<file path="config.mk">
export PLATFORM = sky130hd
export DESIGN_NAME = ticket_dispense_ctrl
export DESIGN_NICKNAME = d
export VERILOG_FILES = /design/src/rtl/ticket_dispense_ctrl.sv
export SDC_FILE = /design/constraint.sdc
export NUM_CORES = 1
export LEC_CHECK = 0
export BUFFER_PORTS_ARGS = -buffer_cell sky130_fd_sc_hd__buf_2
export CORE_UTILIZATION = 35
export CTS_CLUSTER_SIZE = 28
export DETAILED_ROUTE_END_ITERATION = 10
export PLACE_DENSITY_LB_ADDON = 0.3
export SYNTH_ARGS = -nofsm -noshare
export SYNTH_HDL_FRONTEND = slang
export SYNTH_SLANG_ARGS = --single-unit
</file>
<file path="constraint.sdc">
create_clock -name clk -period 3.72 [get_ports clk]
set_input_delay 0 -clock clk [delete_from_list [all_inputs] [get_ports clk]]
set_output_delay 0 -clock clk [all_outputs]
set_load 0.03 [all_outputs]
</file>
<file path="src/rtl/ticket_dispense_ctrl.sv">
// ticket_dispense_ctrl
//   Sequences one dispense job. It issues the requested tickets one at a time
//   to the ticket mechanism, then releases the change as the fewest coins
//   ($10, $5 and $1 coins, largest first) through the coin hopper.
//
//   Optional feature (macro DISPENSE_TIMEOUT_EN): a request that waits
//   TIMEOUT_CYC cycles without an ack drops, sets the sticky fault flag, and
//   parks the controller in FAULT until reset.
//
// Ports
//   clk        clock; all state changes on its rising edge
//   reset      asynchronous, active-low reset
//   start      one-cycle pulse: accept a job (ignored while busy)
//   tickets    tickets to issue (1..5 accepted), sampled on start
//   change     change owed in dollars (0..127), sampled on start
//   tkt_req    request for one ticket          / tkt_ack   ticket issued
//   coin_req   request for one coin            / coin_ack  coin released
//   coin_sel   coin value while coin_req=1: 2=$10, 1=$5, 0=$1
//   busy       high in every state except IDLE
//   done       one-cycle pulse when a job completes
//   reject     one-cycle pulse when a start in IDLE/FAULT is refused
//   tkt_left   tickets still to issue
//   chg_left   dollars of change still to release
//   fault      sticky handshake-timeout flag (tied 0 without the macro)
//   dbg_state  current FSM state encoding, for debug and checkers
//
// Handshake (both channels): the request is a registered level held high
// until its ack is sampled high on a rising edge. On that edge the request
// drops for exactly one cycle and the matching counter is updated; it
// re-asserts the following cycle if items remain. An ack seen while its own
// request is low is ignored.
module ticket_dispense_ctrl #(
  parameter int TIMEOUT_CYC = 16
) (
  input  logic       clk,
  input  logic       reset,
  input  logic       start,
  input  logic [2:0] tickets,
  input  logic [6:0] change,
  output logic       tkt_req,
  input  logic       tkt_ack,
  output logic       coin_req,
  output logic [1:0] coin_sel,
  input  logic       coin_ack,
  output logic       busy,
  output logic       done,
  output logic       reject,
  output logic [2:0] tkt_left,
  output logic [6:0] chg_left,
  output logic       fault,
  output logic [2:0] dbg_state
);

  typedef enum logic [2:0] {
    S_IDLE   = 3'd0,
    S_TICKET = 3'd1,
    S_CHANGE = 3'd2,
    S_DONE   = 3'd3
`ifdef DISPENSE_TIMEOUT_EN
    , S_FAULT = 3'd4
`endif
  } state_t;

  state_t     state, state_nxt;
  logic       tkt_req_nxt, coin_req_nxt, reject_nxt;
  logic [1:0] coin_sel_nxt;
  logic [2:0] tkt_left_nxt;
  logic [6:0] chg_left_nxt;
  logic [6:0] coin_amt;

  // Largest coin that still fits in the remaining change.
  function automatic logic [1:0] greedy_sel(input logic [6:0] amt);
    if (amt >= 7'd10)     return 2'd2;
    else if (amt >= 7'd5) return 2'd1;
    else                  return 2'd0;
  endfunction

  function automatic logic [6:0] sel_value(input logic [1:0] sel);
    case (sel)
      2'd2:    return 7'd10;
      2'd1:    return 7'd5;
      default: return 7'd1;
    endcase
  endfunction

`ifdef DISPENSE_TIMEOUT_EN
  localparam int TMO_W = $clog2(TIMEOUT_CYC + 1);
  localparam logic [TMO_W-1:0] TMO_LAST = TMO_W'(TIMEOUT_CYC - 1);
  logic [TMO_W-1:0] tmo_cnt, tmo_nxt;
  logic             fault_q, fault_nxt;
  logic             req_waiting, req_accepted;
  assign fault = fault_q;
`else
  assign fault = 1'b0;
`endif

  // State and registered outputs.
  always_ff @(posedge clk or negedge reset) begin
    if (!reset) begin
      state    <= S_IDLE;
      tkt_req  <= 1'b0;
      coin_req <= 1'b0;
      coin_sel <= 2'd0;
      reject   <= 1'b0;
      tkt_left <= 3'd0;
      chg_left <= 7'd0;
`ifdef DISPENSE_TIMEOUT_EN
      tmo_cnt  <= '0;
      fault_q  <= 1'b0;
`endif
    end else begin
      state    <= state_nxt;
      tkt_req  <= tkt_req_nxt;
      coin_req <= coin_req_nxt;
      coin_sel <= coin_sel_nxt;
      reject   <= reject_nxt;
      tkt_left <= tkt_left_nxt;
      chg_left <= chg_left_nxt;
`ifdef DISPENSE_TIMEOUT_EN
      tmo_cnt  <= tmo_nxt;
      fault_q  <= fault_nxt;
`endif
    end
  end

  // Next-state and next-register logic.
  always_comb begin
    state_nxt    = state;
    tkt_req_nxt  = tkt_req;
    coin_req_nxt = coin_req;
    coin_sel_nxt = coin_sel;
    reject_nxt   = 1'b0;
    tkt_left_nxt = tkt_left;
    chg_left_nxt = chg_left;
    coin_amt     = sel_value(coin_sel);
`ifdef DISPENSE_TIMEOUT_EN
    tmo_nxt      = tmo_cnt;
    fault_nxt    = fault_q;
    req_waiting  = (tkt_req && !tkt_ack) || (coin_req && !coin_ack);
    req_accepted = (tkt_req && tkt_ack) || (coin_req && coin_ack);
`endif

    case (state)
      S_IDLE: begin
        if (start) begin
          if (tickets != 3'd0 && tickets <= 3'd5) begin
            tkt_left_nxt = tickets;
            chg_left_nxt = change;
            tkt_req_nxt  = 1'b1;
            state_nxt    = S_TICKET;
          end else begin
            reject_nxt = 1'b1;
          end
        end
      end

      S_TICKET: begin
        if (tkt_req && tkt_ack) begin
          tkt_req_nxt = 1'b0;
          if (tkt_left != 3'd0) tkt_left_nxt = tkt_left - 3'd1;
          // The drop cycle doubles as the first cycle of the next state, so
          // the two request lines can never overlap.
          if (tkt_left == 3'd1)
            state_nxt = (chg_left != 7'd0) ? S_CHANGE : S_DONE;
        end else if (!tkt_req) begin
          tkt_req_nxt = 1'b1;
        end
      end

      S_CHANGE: begin
        if (coin_req && coin_ack) begin
          coin_req_nxt = 1'b0;
          coin_sel_nxt = 2'd0;
          if (chg_left >= coin_amt) chg_left_nxt = chg_left - coin_amt;
          if (chg_left == coin_amt) state_nxt = S_DONE;
        end else if (!coin_req) begin
          // Coin value is chosen once at request rise and held until the ack.
          coin_req_nxt = 1'b1;
          coin_sel_nxt = greedy_sel(chg_left);
        end
      end

      S_DONE: state_nxt = S_IDLE;

`ifdef DISPENSE_TIMEOUT_EN
      S_FAULT: begin
        if (start) reject_nxt = 1'b1;
      end
`endif

      default: state_nxt = S_IDLE;
    endcase

`ifdef DISPENSE_TIMEOUT_EN
    if (req_accepted) begin
      tmo_nxt = '0;
    end else if (req_waiting) begin
      tmo_nxt = tmo_cnt + 1'b1;
      if (tmo_cnt == TMO_LAST) begin
        state_nxt    = S_FAULT;
        tkt_req_nxt  = 1'b0;
        coin_req_nxt = 1'b0;
        coin_sel_nxt = 2'd0;
        fault_nxt    = 1'b1;
      end
    end
`endif
  end

  // State-decoded outputs.
  always_comb begin
    busy      = (state != S_IDLE);
    done      = (state == S_DONE);
    dbg_state = state;
  end

endmodule

</file>
==> out/metrics.cfg <==
[run_status]
status=completed

[sta]
rsz0062_at_grt=no
setup_violations=0
fin_crit_sh_pct=58.9
hold_viol_final=0
skew_ns=0.00341
drv_slew=0
finalCriticalPeriod_ns=2.19
fmax_mhz=457
setup_tns_ns=0

[worst_setup_path]
reg2reg_slack_ns=1.53
ff2ff_path_depth=7
cp-start-kind=flip-flop
reg2reg_from=coin_sel[0]$_DFFE_PN0P_
worstPathMaxFanout=5
required_ns=3.85
path_class=reg -> reg
cp-endpoint=chg_left[2]$_DFFE_PN0P_
crit_path_start=coin_sel[0]$_DFFE_PN0P_
r2r-end=chg_left[2]$_DFFE_PN0P_
arrival_ns=2.32
end_kind=flip-flop

[grt]
grt_pass1_wl_mm=5.20
grtUsageTotal_pct=15.8
gr-total-overflow=0
grt_max_degree=18
antenna_found_initial=0
grt_pass1_vias=1159

[floorplanning]
fp.dieH_um=64.6
rows=22
die_x_um=64.6
die_area_mm2=0.00418
io_pins=36
start_util_pct=36.9
core_area_mm2=0.00372

[placed_design]
numPortBuffers=33
placed_area_mm2=0.00157
dpl.hpwl_mm=2.42
globalplace.congestion=0.886

[final_layout]
final_area_mm2=0.00164
final_cell_mix=buf_2 (33), dfrtp_1 (17), inv_1 (12), ha_1 (12)
nets=209
layout_commonest_cell=buf_2
syn2layout_area_growth_pct=19.4
num_antenna_cells=0
n_fill_cell=381
drive_above_1_share_pct=28.3

[synth]
synth_cells=145
synth_edf_count=0
synth-seq-area-share_pct=31.0
ys_warn_count=0
synth.cell_area_mm2=0.00137
yosys_register_bits=17
ys_async_sr_fraction_pct=100
synth_flop_cell=dfrtp_1
yosysUniqueCellTypes=54
syn_avg_cell_area_um2=9.47

[drt]
post_drt_wl_per_cell_um=13.4
drtIter0Drc=43
ant_nets=0
vias=1179
wirelength_mm=3.06
drcViolationCount=0
first_pass_iters=4
routed_via_density=5.17

[clock_tree]
cts_tree=built
cts_resized=0
clock-sinks=17
worstSkewPairLatency_ns=0.25
cts_root_buf=clkbuf_8
htreeDepth=1
cts_inserted_buffers=3
clk_pin_slew_worst_paths_ns=0.07
clock_path_buffers=2

[min_path]
min_path_cells=2
hp-class=in -> reg

[power]
powerDensity_mw_per_mm2=1070
ir_drop_v=0.000528
p_leak_nw=0.799

[flow_run]
max_cap_violations=0

flip-flops by register name, summed over array words and instances, names as in the netlist:
| signal | flops |
|---|---|
| chg_left | 7 |
| coin_sel | 2 |
| tkt_req | 1 |
| dbg_state | 2 |
| coin_req | 1 |
| tkt_left | 3 |
| reject | 1 |
critical path: stages (launching register included):
cell      delay, ns
dfrtp_1        0.40
nand2b_1       0.22
ha_1           0.32
nor2b_4        0.13
o31a_1         0.27
nand3b_4       0.18
o21ai_4        0.24
mux2_4         0.32
through the flow:
stage	hold slack (ns)	utilization, %	instances	total power [W]	setup WS (ns)
after global routing	0.0275	44.1	228	0.00189	1.45
after floorplan	-0.296	-	146	0.00134	1.49
after CTS	0.00982	44.1	228	0.00176	1.53
after global placement	-0.0487	42.4	222	0.00158	1.59
final	0.0126	44.1	228	0.00175	1.53
after detailed placement	-0.0492	42.4	222	0.00161	1.54
layer usage:
layer / part of all wire, % / GRT usage, % / vias to the layer above / routed length, um
met5: 0 / 0 / - / 0
met4: 1.1 / 5.83 / 0 / 34
met3: 2.9 / 1.58 / 2 / 90
met2: 49 / 26.6 / 24 / 1490
li1: - / - / 584 / -
met1: 47 / 20.8 / 569 / 1450
cell usage after synthesis, types with 2 or more instances:
cell / number / share of area (%)
a31oi_1: 3 / 1.4
o21ai_1: 4 / 1.5
ha_1: 12 / 11
clkbuf_1: 2 / 0.55
nor2_1: 9 / 2.5
a21oi_1: 9 / 3.3
mux2_1: 2 / 1.6
mux2i_1: 5 / 3.6
buf_4: 2 / 1.1
o211ai_1: 2 / 1.1
inv_1: 12 / 3.3
nand2_1: 9 / 2.5
dfrtp_1: 17 / 31
o21ai_4: 2 / 2.4
nand3_1: 6 / 2.2
mux2_4: 2 / 2.2
nor3_2: 2 / 1.5
o21ai_0: 6 / 2.2
nand2b_1: 4 / 1.8
report_power, final:
part           internal [W]  switching, W  total [W]
registers          0.000276      0.000120   0.000396
logic              0.000495      0.000723    0.00122
clock network     0.0000758     0.0000602   0.000136
total              0.000847      0.000903    0.00175
area by class of cell:
type	count	area [um2]	area share, %
multi-input cells	111	875	53.4
clock buffers	4	45.0	2.75
repair buffers	35	185	11.3
well taps	48	60.1	3.66
inverters	13	48.8	2.98
flip-flops and latches	17	425	26.0
how the worst min path moves through the flow:
stage	startpoint	end	slack, ns
2_1_floorplan	reset	chg_left[0]$_DFFE_PN0P_	-0.30
3_3_place_gp	reset	chg_left[6]$_DFFE_PN0P_	-0.05
3_5_place_dp	reset	tkt_left[1]$_DFFE_PN0P_	-0.05
4_1_cts	change[5]	chg_left[5]$_DFFE_PN0P_	0.01
5_1_grt	change[5]	chg_left[5]$_DFFE_PN0P_	0.03
6_report	change[5]	chg_left[5]$_DFFE_PN0P_	0.01
cell families after synthesis:
family	Yosys count	share of synthesized area, %
buffers and inverters	18	5.56
XOR/XNOR	1	0.638
AND/OR/NAND/NOR	44	19.7
multiplexers	10	8.30
other	1	0.273
flip-flops	17	31.0
AO/OA/AOI/OAI	41	22.2
adder cells (fa/ha/maj)	13	12.4
what timing repair did:
action / 4_1_cts / 5_1_grt
hold buffers: 2 / 0
hold endpoints to repair: 18 / 0
buffers inserted: 0 / 0
No activity file was read; power rests on OpenSTA's default activity.
